### src/rtl/mc_seq_pkg.sv
// Shared types and constants for the multi-cycle op sequencer.
package mc_seq_pkg;

    typedef enum logic [1:0] {
        ST_IDLE = 2'd0,
        ST_RUN  = 2'd1,
        ST_DONE = 2'd2
    } mc_state_e;

    localparam logic UNIT_DIV = 1'b0;
    localparam logic UNIT_FPU = 1'b1;

    localparam int DEFAULT_TIMEOUT_CYCLES = 64;

endpackage

### src/rtl/mc_seq_watchdog.sv
// RUN-state watchdog: 8-bit cycle counter cleared on entry to RUN.
// Only instantiated when MC_OP_SEQUENCER_TIMEOUT_EN is defined.
module mc_seq_watchdog #(
    parameter int TIMEOUT_CYCLES = 64
) (
    input  logic clk_i,
    input  logic reset_i,
    input  logic clear_i,
    input  logic run_i,
    output logic expired_o
);

    // Compare against limit-1 so the flag rises during the last allowed RUN cycle.
    localparam logic [7:0] LIMIT = 8'(TIMEOUT_CYCLES - 1);

    logic [7:0] cnt_q, cnt_d;

    // Clear on RUN entry, count every RUN cycle.
    always_comb begin
        cnt_d = cnt_q;
        if (clear_i) begin
            cnt_d = '0;
        end else if (run_i) begin
            cnt_d = cnt_q + 8'd1;
        end
    end

    // Counter register.
    always_ff @(posedge clk_i) begin
        if (reset_i) begin
            cnt_q <= '0;
        end else begin
            cnt_q <= cnt_d;
        end
    end

    assign expired_o = run_i & (cnt_q == LIMIT);

endmodule

### src/rtl/mc_op_sequencer.sv
// Execute-stage sequencer for multi-cycle units (divider, FPU).
// Optional watchdog: define MC_OP_SEQUENCER_TIMEOUT_EN.
module mc_op_sequencer
    import mc_seq_pkg::*;
#(
    parameter int XLEN           = 32,
    parameter int TAG_W          = 6,
    parameter int TIMEOUT_CYCLES = DEFAULT_TIMEOUT_CYCLES
) (
    input  logic             clk_i,
    input  logic             reset_i,
    input  logic             issue_valid_i,
    input  logic             issue_unit_i,
    input  logic [TAG_W-1:0] issue_tag_i,
    input  logic             hazard_i,
    input  logic             flush_i,
    input  logic             result_ack_i,
    output logic             div_start_o,
    output logic             fpu_start_o,
    output logic             abort_o,
    input  logic             div_done_i,
    input  logic [XLEN-1:0]  div_result_i,
    input  logic             fpu_done_i,
    input  logic [XLEN-1:0]  fpu_result_i,
    output logic             busy_o,
    output logic             result_valid_o,
    output logic [XLEN-1:0]  result_o,
    output logic [TAG_W-1:0] result_tag_o,
    output logic [31:0]      stall_cycles_o,
    output logic             error_o
);

    mc_state_e        state_q, state_d;
    logic             unit_q, unit_d;
    logic [TAG_W-1:0] tag_q, tag_d;
    logic [XLEN-1:0]  result_q, result_d;
    logic             div_start_q, div_start_d;
    logic             fpu_start_q, fpu_start_d;
    logic             abort_q, abort_d;
    logic [31:0]      stall_q, stall_d;

    logic             issue_fire;
    logic             unit_done;
    logic [XLEN-1:0]  unit_result;
    logic             timeout_hit;

    assign issue_fire  = (state_q == ST_IDLE) & issue_valid_i & ~hazard_i & ~flush_i;
    assign unit_done   = (unit_q == UNIT_FPU) ? fpu_done_i   : div_done_i;
    assign unit_result = (unit_q == UNIT_FPU) ? fpu_result_i : div_result_i;

`ifdef MC_OP_SEQUENCER_TIMEOUT_EN
    logic error_q;
    logic timeout_take;

    mc_seq_watchdog #(
        .TIMEOUT_CYCLES(TIMEOUT_CYCLES)
    ) u_watchdog (
        .clk_i     (clk_i),
        .reset_i   (reset_i),
        .clear_i   (issue_fire),
        .run_i     (state_q == ST_RUN),
        .expired_o (timeout_hit)
    );

    // Flush and a real done both take priority over the watchdog.
    assign timeout_take = (state_q == ST_RUN) & ~flush_i & ~unit_done & timeout_hit;

    // Sticky error flag, cleared only by reset.
    always_ff @(posedge clk_i) begin
        if (reset_i) begin
            error_q <= 1'b0;
        end else if (timeout_take) begin
            error_q <= 1'b1;
        end
    end

    assign error_o = error_q;
`else
    logic unused_timeout;
    assign unused_timeout = (TIMEOUT_CYCLES > 0);
    assign timeout_hit    = 1'b0;
    assign error_o        = 1'b0;
`endif

    // Stall request; reset forces it low so nothing is counted while held.
    assign busy_o = ~reset_i & (((state_q == ST_IDLE) & issue_valid_i & ~flush_i) |
                                (state_q == ST_RUN));

    // Next-state, capture and pulse generation.
    always_comb begin
        state_d     = state_q;
        unit_d      = unit_q;
        tag_d       = tag_q;
        result_d    = result_q;
        div_start_d = 1'b0;
        fpu_start_d = 1'b0;
        abort_d     = 1'b0;
        stall_d     = stall_q + {31'd0, busy_o};
        unique case (state_q)
            ST_IDLE: begin
                if (issue_fire) begin
                    state_d     = ST_RUN;
                    unit_d      = issue_unit_i;
                    tag_d       = issue_tag_i;
                    div_start_d = (issue_unit_i == UNIT_DIV);
                    fpu_start_d = (issue_unit_i == UNIT_FPU);
                end
            end
            ST_RUN: begin
                if (flush_i) begin
                    state_d  = ST_IDLE;
                    abort_d  = 1'b1;
                    unit_d   = UNIT_DIV;
                    tag_d    = '0;
                    result_d = '0;
                end else if (unit_done) begin
                    state_d  = ST_DONE;
                    result_d = unit_result;
                end else if (timeout_hit) begin
                    state_d  = ST_DONE;
                    abort_d  = 1'b1;
                    result_d = '0;
                end
            end
            ST_DONE: begin
                if (flush_i) begin
                    state_d  = ST_IDLE;
                    unit_d   = UNIT_DIV;
                    tag_d    = '0;
                    result_d = '0;
                end else if (result_ack_i) begin
                    state_d = ST_IDLE;
                end
            end
            default: state_d = ST_IDLE;
        endcase
    end

    // State and capture registers.
    always_ff @(posedge clk_i) begin
        if (reset_i) begin
            state_q     <= ST_IDLE;
            unit_q      <= UNIT_DIV;
            tag_q       <= '0;
            result_q    <= '0;
            div_start_q <= 1'b0;
            fpu_start_q <= 1'b0;
            abort_q     <= 1'b0;
            stall_q     <= '0;
        end else begin
            state_q     <= state_d;
            unit_q      <= unit_d;
            tag_q       <= tag_d;
            result_q    <= result_d;
            div_start_q <= div_start_d;
            fpu_start_q <= fpu_start_d;
            abort_q     <= abort_d;
            stall_q     <= stall_d;
        end
    end

    assign div_start_o    = div_start_q;
    assign fpu_start_o    = fpu_start_q;
    assign abort_o        = abort_q;
    assign result_valid_o = (state_q == ST_DONE);
    assign result_o       = result_q;
    assign result_tag_o   = tag_q;
    assign stall_cycles_o = stall_q;

endmodule
### config.mk
export PLATFORM = sky130hd
export DESIGN_NAME = mc_op_sequencer
export DESIGN_NICKNAME = d
export VERILOG_FILES = /design/src/rtl/mc_seq_pkg.sv /design/src/rtl/mc_seq_watchdog.sv /design/src/rtl/mc_op_sequencer.sv
export SDC_FILE = /design/constraint.sdc
export NUM_CORES = 1
export LEC_CHECK = 0
export ABC_AREA = 1
export BUFFER_PORTS_ARGS = -buffer_cell sky130_fd_sc_hd__buf_2
export CAP_MARGIN = 20
export CORE_ASPECT_RATIO = 0.7
export CORE_MARGIN = 2
export CORE_UTILIZATION = 53
export DETAILED_ROUTE_END_ITERATION = 7
export GPL_TIMING_DRIVEN = 0
export PLACE_DENSITY = 0.83
export SLEW_MARGIN = 10
export SYNTH_ARGS = -nofsm -noshare
export SYNTH_HDL_FRONTEND = slang
export SYNTH_SLANG_ARGS = --single-unit
### constraint.sdc
create_clock -name clk_i -period 4.7 [get_ports clk_i]
set_clock_uncertainty 0.1 [all_clocks]
set_input_delay 0.235 -clock clk_i [delete_from_list [all_inputs] [get_ports clk_i]]
set_output_delay 0.235 -clock clk_i [all_outputs]
set_load 0.005 [all_outputs]
; ---- Word-level counts from Yosys, hierarchy flattened
; Cells that the tools add are included.
[classes]
add_sub_neg = 1
eq_ne = 7
n_mux = 19
n_bitwise = 13
n_reduce_logical = 9
[op_table]
columns = operator, n
row1 = $mux W32, 4
row2 = $pmux W32 S2, 1
row3 = $add A32 B1 Y32, 1
row4 = $mux W6, 2
row5 = $pmux W6 S2, 1
row6 = $mux W2, 5
row7 = $reduce_and A3 Y1, 3
row8 = $not A1 Y1, 7
row9 = $ne A3 B3 Y1 const B, 2
row10 = $pmux W2 S3, 1
row11 = $and A1 B1 Y1, 5
row12 = $mux W1, 4
row13 = $ne A2 B2 Y1 const B, 2
row14 = $reduce_bool A2 Y1, 2
row15 = $reduce_or A2 Y1, 2
row16 = $reduce_or A3 Y1, 1
row17 = $eq A2 B1 Y1 const B, 1
row18 = $eq A2 B2 Y1 const B, 1
row19 = $logic_not A2 Y1, 1
row20 = $ne A2 B1 Y1 const B, 1
row21 = $pmux W1 S2, 1
row22 = $or A1 B1 Y1, 1
[totals]
reg_bits = 76
input_bits = 79
output_inout_bits = 76
word_cells = 57

; ---- Logic depth before layout (Yosys ltp)
[logic_depth]
ltp_word = 6
depth_mapped = 13
mapped_depth_nobuf = 13

; ---- Worst setup path before layout
; Ideal clock, no wire load.
[synth_timing]
kind = reg-to-reg
start = register state_q[0]
end = register stall_q[26], in the netlist stall_cycles_o[26]
setup_ns = 0.115
arrival_time_ns = 1.996
required_ns = 4.485
setup_slack_ns = 2.489
path_stages_with_launch = 14
path_buffers = 0
period_less_slack_ns = 2.211
cell_sequence = dfxtp_1 inv_1 ha_1 nand3_1 a21oi_1 ha_1 ha_1 nand2_1 nor2_4 nand3_1 nor2_2 nand3_1 nand2_1 nor2_1
[synth_via]
elab_chain_len = 6
word_cells_on_any_way = 7
cone_classes = 1 x add/sub / 1 x eq/ne / 4 x bitwise / 1 x reduce/logical
[synth_rtl]
columns = element, line
row1 = start: declaration, mc_op_sequencer.sv:33  ; mc_state_e state_q, state_d;
row2 = start signal: assignment, mc_op_sequencer.sv:151  ; state_q <= state_d;
row3 = $logic_not A2 Y1, mc_op_sequencer.sv:86  ; assign busy_o = ~reset_i & (((state_q == ST_IDLE) & issue_valid_i & ~flush_i) |
row4 = $and A1 B1 Y1 (2 in a row), mc_op_sequencer.sv:86
row5 = $or A1 B1 Y1 (*), mc_op_sequencer.sv:86
row6 = $and A1 B1 Y1 (*), mc_op_sequencer.sv:86
row7 = net busy_o, mc_op_sequencer.sv:25  ; output logic busy_o,
row8 = $add A32 B1 Y32 (*), mc_op_sequencer.sv:98  ; stall_d = stall_q + {31'd0, busy_o};
row9 = end signal: assignment, mc_op_sequencer.sv:158  ; stall_q <= stall_d;
row10 = end: declaration, mc_op_sequencer.sv:40  ; logic [31:0] stall_q, stall_d;
; Mark *: on every way through the listed nets, which the timed path passes. The rest lies on a longest branch.
; A chain may end at the register's enable or synchronous reset.

; ---- Final worst setup path
[layout_timing]
start = register state_q[0]
end = register stall_q[20], in the netlist stall_cycles_o[20]
[layout_via]
elab_chain_len = 6
word_cells_on_any_way = 7
cone_classes = 1 x add/sub / 1 x eq/ne / 4 x bitwise / 1 x reduce/logical
[layout_rtl]
columns = element, line
row1 = $logic_not A2 Y1, mc_op_sequencer.sv:86
row2 = $and A1 B1 Y1 (2 in a row), mc_op_sequencer.sv:86
row3 = $or A1 B1 Y1 (*), mc_op_sequencer.sv:86
row4 = $and A1 B1 Y1 (*), mc_op_sequencer.sv:86
row5 = $add A32 B1 Y32 (*), mc_op_sequencer.sv:98
; Every way passes the cells marked *; elsewhere a longest branch is shown, timed or not.

==> flow_summary.toml <==
[timing]
final-hold-violation-count = 0
setup_viol_count_final = 0
tns_ps = 0
grt_setup_unrepaired = "no"
max_slew.worst_pin.slew_ps = 682
setup_slack_ps = 2060
fin_crit_sh_pct = 56.2
fmax_mhz = 378
period_minus_slack_ps = 2640
slew_headroom_pct = 54.6
slew_viol_final = 0

[worst_setup_path]
cpPeakStageDelay_ps = 330
crit_fanout = 7
crit_slowest_cell = "ha_1"
critPathLaunchType = "flip-flop"
cp.required_ps = 4860
cp.arrival_ps = 2810
crit_path_start = "state_q[0]$_SDFFE_PP0P_"
path_cells = "inv_1 -> ha_1 -> nand3_1 -> a21oi_1 -> ha_1 -> ha_1 -> nand2_1 -> nor2_4 -> nand2_1 -> nor2_1 -> nand3_1 -> nand2_1 -> nor2_1"
cp-end-kind = "flip-flop"
crit_type = "reg -> reg"
rr_startpoint = "state_q[0]$_SDFFE_PP0P_"

[pwr]
power.total_mw = 2.44
p_seq_share_pct = 36.1
p_switching_mw = 0.851
swShare_pct = 34.9
power_frac_clock_pct = 27.4
combPwrFrac_pct = 36.5
p_int_mw = 1.58
power_leakage_nw = 2.41
ir_drop_mv = 0.282
powerDensity_mw_per_mm2 = 475

[outcome]
status = "finished, final reports clean"

[cells_and_area]
nets = 863
drive_gt1_share_pct = 28.9
area_growth_pct = 29.2
antenna_cells = 0
num-fill-cells = 618

[worst_hold_path]
hold_path.class = "in -> reg"
min-delay-start = "flush_i"

[logic_synthesis]
synth_ff_type = "dfxtp_1"
synth_top_cell_by_area = "dfxtp_1"
synth_area_mm2 = 0.00397
netlist-cell-type-count = 32
syn_nets = 699
synth_edf_count = 0
synthCells = 614
ys_seq_area_share_pct = 38.3
yosysTopAreaCellShare_pct = 38.3
yosys_warnings = 0
async_flop_share_pct = 0
avgSynthCellArea_um2 = 6.47
synth_area_leaders = "dfxtp_1 (38%), nand2_1 (17%), nor2_1 (11%)"
synth-seq-cells = 76

[cts]
cts_tree = "yes"
cts_buffer_depth = 2
postCtsSetupBuffers = 0
path_clk_slew_ps = 80
clkLatencyLatePin_ps = 360
cts_buffers = 9
cts_max_level = 3
cts_root_buf = "clkbuf_8"
clock_sinks = 76

[route]
post_drt_wl_per_cell_um = 13.2
via_per_inst = 5.12
drt_iter0_drc = 325
vias = 4511
ant_nets = 0
first_pass_iters = 5
drc = 0
routed_wl_um = 11600

[global_routing]
track_usage_pct = 28.5
antenna_found_initial = 0
grt_pass1_vias = 4183
grt_max_degree = 13
grt_pass1_wl_um = 18900
grt_overflow = 0

[die]
die_w_um = 107
start_util_pct = 54.5
core_area_mm2 = 0.00729
dieHeight_um = 76.4
top_level_ports = 155
rows = 26
dieArea_mm2 = 0.00821

[placed_design]
place.gp.congestion = 0.908
port_buffers = 152
hpwl_um = 8810
dp_slack_ps = 2110

[run]
max-cap-violations = 0
[Yosys cell counts (6+ instances only)]
| library cell | instances |
|---|---|
| o21ai_1 | 25 |
| nand2_1 | 183 |
| nand3_1 | 16 |
| nor2_2 | 22 |
| o21ai_0 | 12 |
| dfxtp_1 | 76 |
| nor2_1 | 120 |
| buf_2 | 10 |
| ha_1 | 6 |
| inv_1 | 40 |
| a21oi_1 | 53 |
[flip-flops by register name, indices dropped and copies added (netlist names)]
name            cells
fpu_start_o         1
unit_q              1
abort_o             1
state_q             2
div_start_o         1
result_o           32
stall_cycles_o     32
result_tag_o        6
[area by class of cell]
cell class,instances,area [um^2],area share (%)
flip-flops and latches,76,1520,29.7
well taps,98,123,2.39
plain buffers,27,168,3.27
clock buffers,12,145,2.83
inverters,44,168,3.27
multi-input cells,467,2110,41.2
clock inverters,4,120,2.34
repair buffers,153,771,15.0
[metrics by stage]
step	hold slack, ps	area, um^2	util (%)	std cells
2_1_floorplan	207	3970	-	614
3_3_place_gp	331	4850	66.6	864
3_5_place_dp	331	4850	66.6	864
4_1_cts	78.0	5130	70.4	881
5_1_grt	98.6	5130	70.4	881
6_report	90.1	5130	70.4	881
[placed cells by master (no fill, tap or decap), types with 2 or more instances in the layout]
cell type	n
buf_4	4
nor2_1	120
a21oi_2	5
nand2_1	183
clkbuf_1	7
o21ai_1	25
inv_1	40
inv_2	3
nor2_2	22
ha_1	6
buf_1	2
xor2_1	4
nand3_1	16
a21oi_1	53
bufinv_16	4
dfxtp_1	76
o21a_1	2
buf_6	5
nand4_1	5
o21ai_0	12
clkbuf_8	10
and2_1	2
buf_2	162
nand2_2	4
[timing repair]
| action | in CTS | in global routing |
|---|---|---|
| hold buffers | 1 | 0 |
| endpoints found under the hold margin | 1 | 0 |
| gates resized for setup | 0 | 0 |
[worst max-delay path, delay by kind of cell (launching register included)]
kind / cells / cell delay (ps)
AOI/OAI and AO/OA: 1 / 210
adders and majority gates: 3 / 770
buffers and inverters: 1 / 120
DFF: 1 / 320
and+or+nand+nor: 8 / 1030
[worst paths after layout]
check,to,slack (ps),cells after the start
max,stall_cycles_o[20]$_SDFF_PP0_,2060,13
min,abort_o$_SDFF_PP0_,90,3
max reg2reg,stall_cycles_o[20]$_SDFF_PP0_,2060,13
min reg2reg,result_o[5]$_SDFFE_PP0P_,380,2
[cell families (layout without fill, tap and decap cells)]
family	count (synthesis)	count (layout)	share of synthesized area, %
flip-flops	76	76	38.3
AO/OA/AOI/OAI	98	98	13.2
other	1	1	0.0944
buffers and inverters	71	240	8.44
adder cells (fa/ha/maj)	6	6	1.89
AND/OR/NAND/NOR	358	358	37.1
XOR/XNOR	4	4	0.882
[power groups by stage]
stage,sequential (mW),clock [mW],combinational (mW)
final,0.878,0.668,0.889
after global placement,0.881,0,0.855
after CTS,0.877,0.670,0.887
after global routing,0.893,0.694,0.992
after floorplan,0.900,0,0.561
after detailed placement,0.889,0,0.881
[routing by layer]
layer | up-vias | GRT usage, % | routed length (um)
met2 | 216 | 44.9 | 5040
met5 | - | 0 | 0
met4 | 0 | 11.5 | 300
met3 | 30 | 7.96 | 1150
li1 | 2248 | - | -
met1 | 2017 | 37.0 | 5150
Power figures use the tool's default switching activity.
